--- config.mk ---
export PLATFORM = sky130hd
export DESIGN_NAME = ball_controller
export DESIGN_NICKNAME = d
export VERILOG_FILES = /design/src/rtl/breakout_pkg.sv /design/src/rtl/ball_axis_step.sv /design/src/rtl/ball_controller.sv
export SDC_FILE = /design/constraint.sdc
export NUM_CORES = 1
export LEC_CHECK = 0
export CAP_MARGIN = 20
export CORE_MARGIN = 2
export CORE_UTILIZATION = 59
export CTS_BUF_LIST = sky130_fd_sc_hd__clkbuf_16
export DETAILED_ROUTE_END_ITERATION = 10
export PLACE_DENSITY = 0.84
export REMOVE_ABC_BUFFERS = 1
export SLEW_MARGIN = 0
export SYNTH_ARGS = -nofsm -noshare
export SYNTH_HDL_FRONTEND = slang
export SYNTH_SLANG_ARGS = --single-unit
--- constraint.sdc ---
create_clock -name clk -period 3.1 [get_ports clk]
set_clock_uncertainty 0.05 [all_clocks]
set_input_delay 0.62 -clock clk [delete_from_list [all_inputs] [get_ports clk]]
set_output_delay 0.62 -clock clk [all_outputs]
set_load 0.005 [all_outputs]
--- src/rtl/breakout_pkg.sv ---
// Shared constants, state encoding and arithmetic helpers for the breakout ball logic.
// All coordinates are handled as 11-bit unsigned values so that stepping near zero never wraps.
package breakout_pkg;

    typedef logic [10:0] coord_t;

    localparam coord_t BALL_WIDTH     = 11'd5;
    localparam coord_t HALF           = BALL_WIDTH / 11'd2;
    localparam coord_t SPEED          = 11'd2;
    localparam coord_t WALL_LEFT      = 11'd8;
    localparam coord_t WALL_RIGHT     = 11'd631;
    localparam coord_t WALL_TOP       = 11'd8;
    localparam coord_t SCREEN_H       = 11'd480;
    localparam coord_t PADDLE_Y       = 11'd440;
    localparam coord_t PADDLE_WIDTH   = 11'd48;
    localparam coord_t PADDLE_X_RESET = 11'd320;

    // Ball-centre limits derived from the walls, paddle and screen bottom.
    localparam coord_t X_MIN        = WALL_LEFT + HALF;
    localparam coord_t X_MAX        = WALL_RIGHT - HALF;
    localparam coord_t Y_MIN        = WALL_TOP + HALF;
    localparam coord_t Y_REST       = PADDLE_Y - HALF - 11'd1;
    localparam coord_t Y_PADDLE     = PADDLE_Y - HALF;
    localparam coord_t Y_LOST       = SCREEN_H - 11'd1 - HALF;
    localparam coord_t PADDLE_REACH = PADDLE_WIDTH / 11'd2 + HALF;

    localparam logic DIR_NEG = 1'b0;
    localparam logic DIR_POS = 1'b1;

    localparam logic [1:0] ST_HELD   = 2'd0;
    localparam logic [1:0] ST_MOVING = 2'd1;
    localparam logic [1:0] ST_LOST   = 2'd2;

    function automatic coord_t abs_diff(input coord_t a, input coord_t b);
        if (a >= b) begin
            return a - b;
        end else begin
            return b - a;
        end
    endfunction

endpackage

--- src/rtl/ball_axis_step.sv ---
// One-axis combinational step with reflection at the lo/hi limits.
// dir = DIR_POS moves toward increasing coordinates.
module ball_axis_step
    import breakout_pkg::*;
(
    input  logic [10:0] pos,
    input  logic        dir,
    input  logic [10:0] lo,
    input  logic [10:0] hi,
    input  logic [10:0] speed,
    output logic [10:0] next_pos,
    output logic        next_dir,
    output logic        hit_lo,
    output logic        hit_hi
);

    // Step by speed, clamping to the limit and reversing when it would be crossed.
    always_comb begin
        next_pos = pos;
        next_dir = dir;
        hit_lo   = 1'b0;
        hit_hi   = 1'b0;
        if (dir == DIR_NEG) begin
            if (pos < lo + speed) begin
                next_pos = lo;
                next_dir = DIR_POS;
                hit_lo   = 1'b1;
            end else begin
                next_pos = pos - speed;
            end
        end else begin
            if (pos + speed > hi) begin
                next_pos = hi;
                next_dir = DIR_NEG;
                hit_hi   = 1'b1;
            end else begin
                next_pos = pos + speed;
            end
        end
    end

endmodule

--- src/rtl/ball_controller.sv ---
// Per-frame ball position update: held on the paddle, moving with wall/paddle/brick
// reflection, and a one-cycle lost pulse when the ball passes the paddle.
module ball_controller
    import breakout_pkg::*;
(
    input  logic       clk,
    input  logic       rst_n,
    input  logic       frame_tick,
    input  logic       launch,
    input  logic [9:0] paddle_x,
    input  logic       brick_hit_h,
    input  logic       brick_hit_v,
    output logic [9:0] x,
    output logic [8:0] y,
    output logic       moving,
    output logic       ball_lost
);

    logic [1:0] state_q, state_d;
    logic [9:0] x_q, x_d;
    logic [8:0] y_q, y_d;
    logic       dx_q, dx_d;
    logic       dy_q, dy_d;
    logic       hit_h_q, hit_h_d;
    logic       hit_v_q, hit_v_d;
    logic       moving_q, moving_d;
    logic       ball_lost_q, ball_lost_d;

    logic       hit_h_s, hit_v_s;
    logic       dx_eff_s, dy_eff_s;
    coord_t     x_ext_s, y_ext_s, paddle_ext_s;
    coord_t     x_step_s, y_step_s;
    logic       x_dir_s, y_dir_s;
    logic       x_hit_lo_s, x_hit_hi_s, y_hit_lo_s, y_hit_hi_s;
    logic       paddle_bounce_s;
    logic       unused_bits_s;

    // A hit in the same cycle as frame_tick still counts for that update.
    assign hit_h_s      = hit_h_q | brick_hit_h;
    assign hit_v_s      = hit_v_q | brick_hit_v;
    assign dx_eff_s     = dx_q ^ hit_h_s;
    assign dy_eff_s     = dy_q ^ hit_v_s;
    assign x_ext_s      = {1'b0, x_q};
    assign y_ext_s      = {2'b00, y_q};
    assign paddle_ext_s = {1'b0, paddle_x};

    ball_axis_step u_step_x (
        .pos      (x_ext_s),
        .dir      (dx_eff_s),
        .lo       (X_MIN),
        .hi       (X_MAX),
        .speed    (SPEED),
        .next_pos (x_step_s),
        .next_dir (x_dir_s),
        .hit_lo   (x_hit_lo_s),
        .hit_hi   (x_hit_hi_s)
    );

    // The y upper limit is the loss line; reaching it means the paddle was missed.
    ball_axis_step u_step_y (
        .pos      (y_ext_s),
        .dir      (dy_eff_s),
        .lo       (Y_MIN),
        .hi       (Y_LOST),
        .speed    (SPEED),
        .next_pos (y_step_s),
        .next_dir (y_dir_s),
        .hit_lo   (y_hit_lo_s),
        .hit_hi   (y_hit_hi_s)
    );

    assign unused_bits_s = ^{x_step_s[10], y_step_s[10:9], x_hit_lo_s, x_hit_hi_s, y_hit_lo_s};

    // Paddle overlap uses the pre-step x so the bounce matches what was painted.
    assign paddle_bounce_s = (dy_eff_s == DIR_POS)
                           && (y_ext_s < Y_PADDLE)
                           && ((y_ext_s + SPEED) >= Y_PADDLE)
                           && (abs_diff(x_ext_s, paddle_ext_s) <= PADDLE_REACH);

    // Next-state, position and direction; everything moves only on frame_tick.
    always_comb begin
        state_d = state_q;
        x_d     = x_q;
        y_d     = y_q;
        dx_d    = dx_q;
        dy_d    = dy_q;
        hit_h_d = hit_h_s;
        hit_v_d = hit_v_s;
        if (frame_tick) begin
            hit_h_d = 1'b0;
            hit_v_d = 1'b0;
            case (state_q)
                ST_MOVING: begin
                    x_d  = x_step_s[9:0];
                    dx_d = x_dir_s;
                    if (paddle_bounce_s) begin
                        y_d  = 9'(Y_REST);
                        dy_d = DIR_NEG;
                        if (x_ext_s < paddle_ext_s) begin
                            dx_d = DIR_NEG;
                        end else if (x_ext_s > paddle_ext_s) begin
                            dx_d = DIR_POS;
                        end else begin
                            dx_d = x_dir_s;
                        end
                    end else begin
                        y_d  = y_step_s[8:0];
                        dy_d = y_dir_s;
                        if (y_hit_hi_s) begin
                            state_d = ST_LOST;
                        end else begin
                            state_d = ST_MOVING;
                        end
                    end
                end
                default: begin
                    // HELD and LOST both park the ball on the paddle; only HELD may launch.
                    x_d  = paddle_x;
                    y_d  = 9'(Y_REST);
                    dx_d = DIR_POS;
                    dy_d = DIR_NEG;
                    if ((state_q == ST_HELD) && launch) begin
                        state_d = ST_MOVING;
                    end else begin
                        state_d = ST_HELD;
                    end
                end
            endcase
        end else begin
            state_d = state_q;
        end
        moving_d    = (state_d == ST_MOVING);
        ball_lost_d = (state_d == ST_LOST) && (state_q != ST_LOST);
    end

    // State and output registers.
    always_ff @(posedge clk or negedge rst_n) begin
        if (!rst_n) begin
            state_q     <= ST_HELD;
            x_q         <= 10'(PADDLE_X_RESET);
            y_q         <= 9'(Y_REST);
            dx_q        <= DIR_POS;
            dy_q        <= DIR_NEG;
            hit_h_q     <= 1'b0;
            hit_v_q     <= 1'b0;
            moving_q    <= 1'b0;
            ball_lost_q <= 1'b0;
        end else begin
            state_q     <= state_d;
            x_q         <= x_d;
            y_q         <= y_d;
            dx_q        <= dx_d;
            dy_q        <= dy_d;
            hit_h_q     <= hit_h_d;
            hit_v_q     <= hit_v_d;
            moving_q    <= moving_d;
            ball_lost_q <= ball_lost_d;
        end
    end

    assign x         = x_q;
    assign y         = y_q;
    assign moving    = moving_q;
    assign ball_lost = ball_lost_q;

endmodule

==> flow_metrics.env <==
export IMPL_status="complete, but fails checks"
export IMPL_violations="setup timing"
export IMPL_worstSetupPathType="in2reg"
export IMPL_hold_ws_ns=0.482
export IMPL_die_area_mm2=0.00677
export IMPL_hold_violations=0
export IMPL_postRouteAntennaNets=0
export IMPL_max_vdd_ir_drop_uv=687
export IMPL_relSlewSlack_pct=36.1
export IMPL_grt_usage_pct=40.1
export IMPL_grt_max_degree=28
export IMPL_via_count=4610
export IMPL_ios=37
export IMPL_drive_above_1_share_pct=30.0
export IMPL_arrival_ns=3.29
export IMPL_core_mm2=0.00592
export IMPL_required_ns=3.23
export IMPL_synthTopCellsByArea="dfrtp_1 12%, ha_1 9.3%, dfstp_2 6.5%, a21oi_1 5.0%, nor2_1 4.6%"
export IMPL_synth_edff_count=0
export IMPL_synthArstFlopShare_pct=100
export IMPL_die_h_um=82.3
export IMPL_place_ws_ns=-0.666
export IMPL_grt_pass1_wl_um=20900
export IMPL_yosysWarnings=0
export IMPL_synth_seq_cells=27
export IMPL_numCtsBuffers=3
export IMPL_fp_dieW_um=82.3
export IMPL_finalMaxSlewViolations=0
export IMPL_num_rows=28
export IMPL_max_cap_violations=0
export IMPL_grt_pass1_vias=4091
export IMPL_antenna_found_initial=0
export IMPL_finalSetupViolCount=9
export IMPL_holdBufCountCts=0
export IMPL_wire_per_inst_um=22.1
export IMPL_yosysSeqAreaShare_pct=19.0
export IMPL_clk_pin_slew_worst_paths_ns=0.07
export IMPL_syn_to_final_growth_pct=35.8
export IMPL_io_buffer_count=36
export IMPL_hpwlAfterDp_um=8680
export IMPL_fill_cells=341
export IMPL_nets=616
export IMPL_initialDrtViolationCount=770
export IMPL_tightest_slew_ns=0.952
export IMPL_ys_flop_type="dfrtp_1"
export IMPL_n_antenna_cell=0
export IMPL_htreeDepth=1
export IMPL_worst_slack_ns=-0.0599
export IMPL_synthesis_area_mm2=0.00361
export IMPL_routed_wl_um=14200
export IMPL_utilization_pct=82.9
export IMPL_power_leakage_uw=0.00203
export IMPL_path_max_fanout=10
export IMPL_cp_start_kind="input pin"
export IMPL_netlist_top_cells_count="44 x nor2_1, 36 x a21oi_1, 34 x nand2_1"
export IMPL_clk_latency_ns=0.27
export IMPL_finalCritPeriodShare_pct=102
export IMPL_max_freq_ghz=0.316
export IMPL_hold_path_class="reg2reg"
export IMPL_drc=0
export IMPL_cp_end_kind="flip-flop"
export IMPL_grt_overflow_total=0
export IMPL_start_util_pct=61.0
export IMPL_synth_top_cell_area_share_pct=12.5
export IMPL_period_needed_ns=3.16
export IMPL_cts_tree="built"
export IMPL_power_density_mw_per_mm2=1090
export IMPL_viasPerCell=7.15
export IMPL_drtPass1Iterations=9
export IMPL_avgSynthCellArea_um2=7.61
export IMPL_yosysMostFrequentCell="nor2_1"
export IMPL_gp_congestion=1.04
export IMPL_clockRootBuffer="clkbuf_16"
export IMPL_yosysUniqueCellTypes=83
export IMPL_cts_num_sinks=27
export IMPL_cts_buffer_depth=2
export IMPL_synthCells=475
export IMPL_yosysTopAreaCell="dfrtp_1"
where the power goes:
part	switching [uW]	internal, uW	total (uW)
Sequential	244	534	778
Clock	135	176	311
Combinational	2360	1890	4250
Total	2740	2600	5340
cells by family after synthesis:
kind of cell / Yosys count / synth area share [%]
compound gates: 173 / 33.7
xor+xnor: 12 / 2.91
fa+ha+maj: 29 / 10.5
buf+inv: 62 / 8.79
flops: 27 / 19.0
mux: 7 / 2.22
simple gates: 165 / 23.0
flip-flops by register name, indices dropped and copies added, names as in the netlist:
| signal | flops |
|---|---|
| y | 9 |
| x | 10 |
| hit_h_q | 1 |
| hit_v_q | 1 |
| ball_lost | 1 |
| state_q | 2 |
| dx_q | 1 |
| dy_q | 1 |
| moving | 1 |
worst paths after layout:
kind                              startpoint           endpoint  slack, ns  depth (start not counted)
min reg2reg                hit_h_q$_DFF_PN0_  hit_h_q$_DFF_PN0_       0.48                          2
min                        hit_h_q$_DFF_PN0_  hit_h_q$_DFF_PN0_       0.48                          2
max in group asynchronous              rst_n   x[6]$_DFFE_PN1P_       2.00                          2
min in group asynchronous              rst_n   x[2]$_DFFE_PN0P_       0.68                          2
max reg2reg                 x[3]$_DFFE_PN0P_   y[5]$_DFFE_PN1P_          0                         11
max                              paddle_x[4]   y[5]$_DFFE_PN1P_      -0.06                         12
critical path, stage by stage:
cell and delay (ns):
dlygate4sd2_1 0.27, inv_2 0.10, ha_4 0.21, buf_4 0.18, a21oi_2 0.19, a31oi_1 0.13, a211o_4 0.37, a221o_1 0.42
a211oi_4 0.25, a31oi_2 0.12, buf_4 0.19, o211ai_1 0.21
metal layers:
metal	vias to the layer above	part of all wire, %	global-route usage (%)
met3	126	11	5.22
met1	2105	37	50.3
met2	417	45	66.5
met5	-	0	0
met4	0	7.7	22.2
li1	1962	-	-
area by class of cell:
| type | instances | area (um^2) | area share, % |
|---|---|---|---|
| clock buffer | 3 | 75.1 | 1.53 |
| sequential | 27 | 688 | 14.0 |
| inverter | 30 | 113 | 2.29 |
| multi-input combinational | 386 | 2920 | 59.5 |
| clock inverter | 1 | 7.51 | 0.153 |
| timing repair buffer | 123 | 1010 | 20.6 |
| tap | 75 | 93.8 | 1.91 |
what timing repair did:
item,4_1_cts,5_1_grt
pin swaps,17,16
setup buffers,12,2
resized for setup,50,33
endpoints found under the setup margin,11,16
through the flow:
stage / TNS [ns] / power [uW] / std cells / instance area, um^2
after floorplan: 0 / 2840 / 443 / 3410
after global placement: -5.75 / 4070 / 628 / 4420
after detailed placement: -6.48 / 4180 / 628 / 4420
after CTS: 0 / 4780 / 643 / 4780
after global routing: -1.22 / 5590 / 645 / 4910
final: -0.286 / 5340 / 645 / 4910
cell usage in the layout (no fill, tap or decap), drive strengths merged, types with 6 or more instances in the layout:
master,n
a211oi,13
a21o,9
a21oi,39
a221oi,7
a31oi,17
and2,6
and3,9
buf,88
clkdlybuf4s50,26
dfrtp,18
dfstp,9
dlygate4sd2,6
ha,27
inv,29
nand2,35
nand2b,10
nand3,17
nand4,6
nor2,44
nor3,15
o21ai,36
xnor2,7
Note: power is estimated with default switching activity, not from simulation.
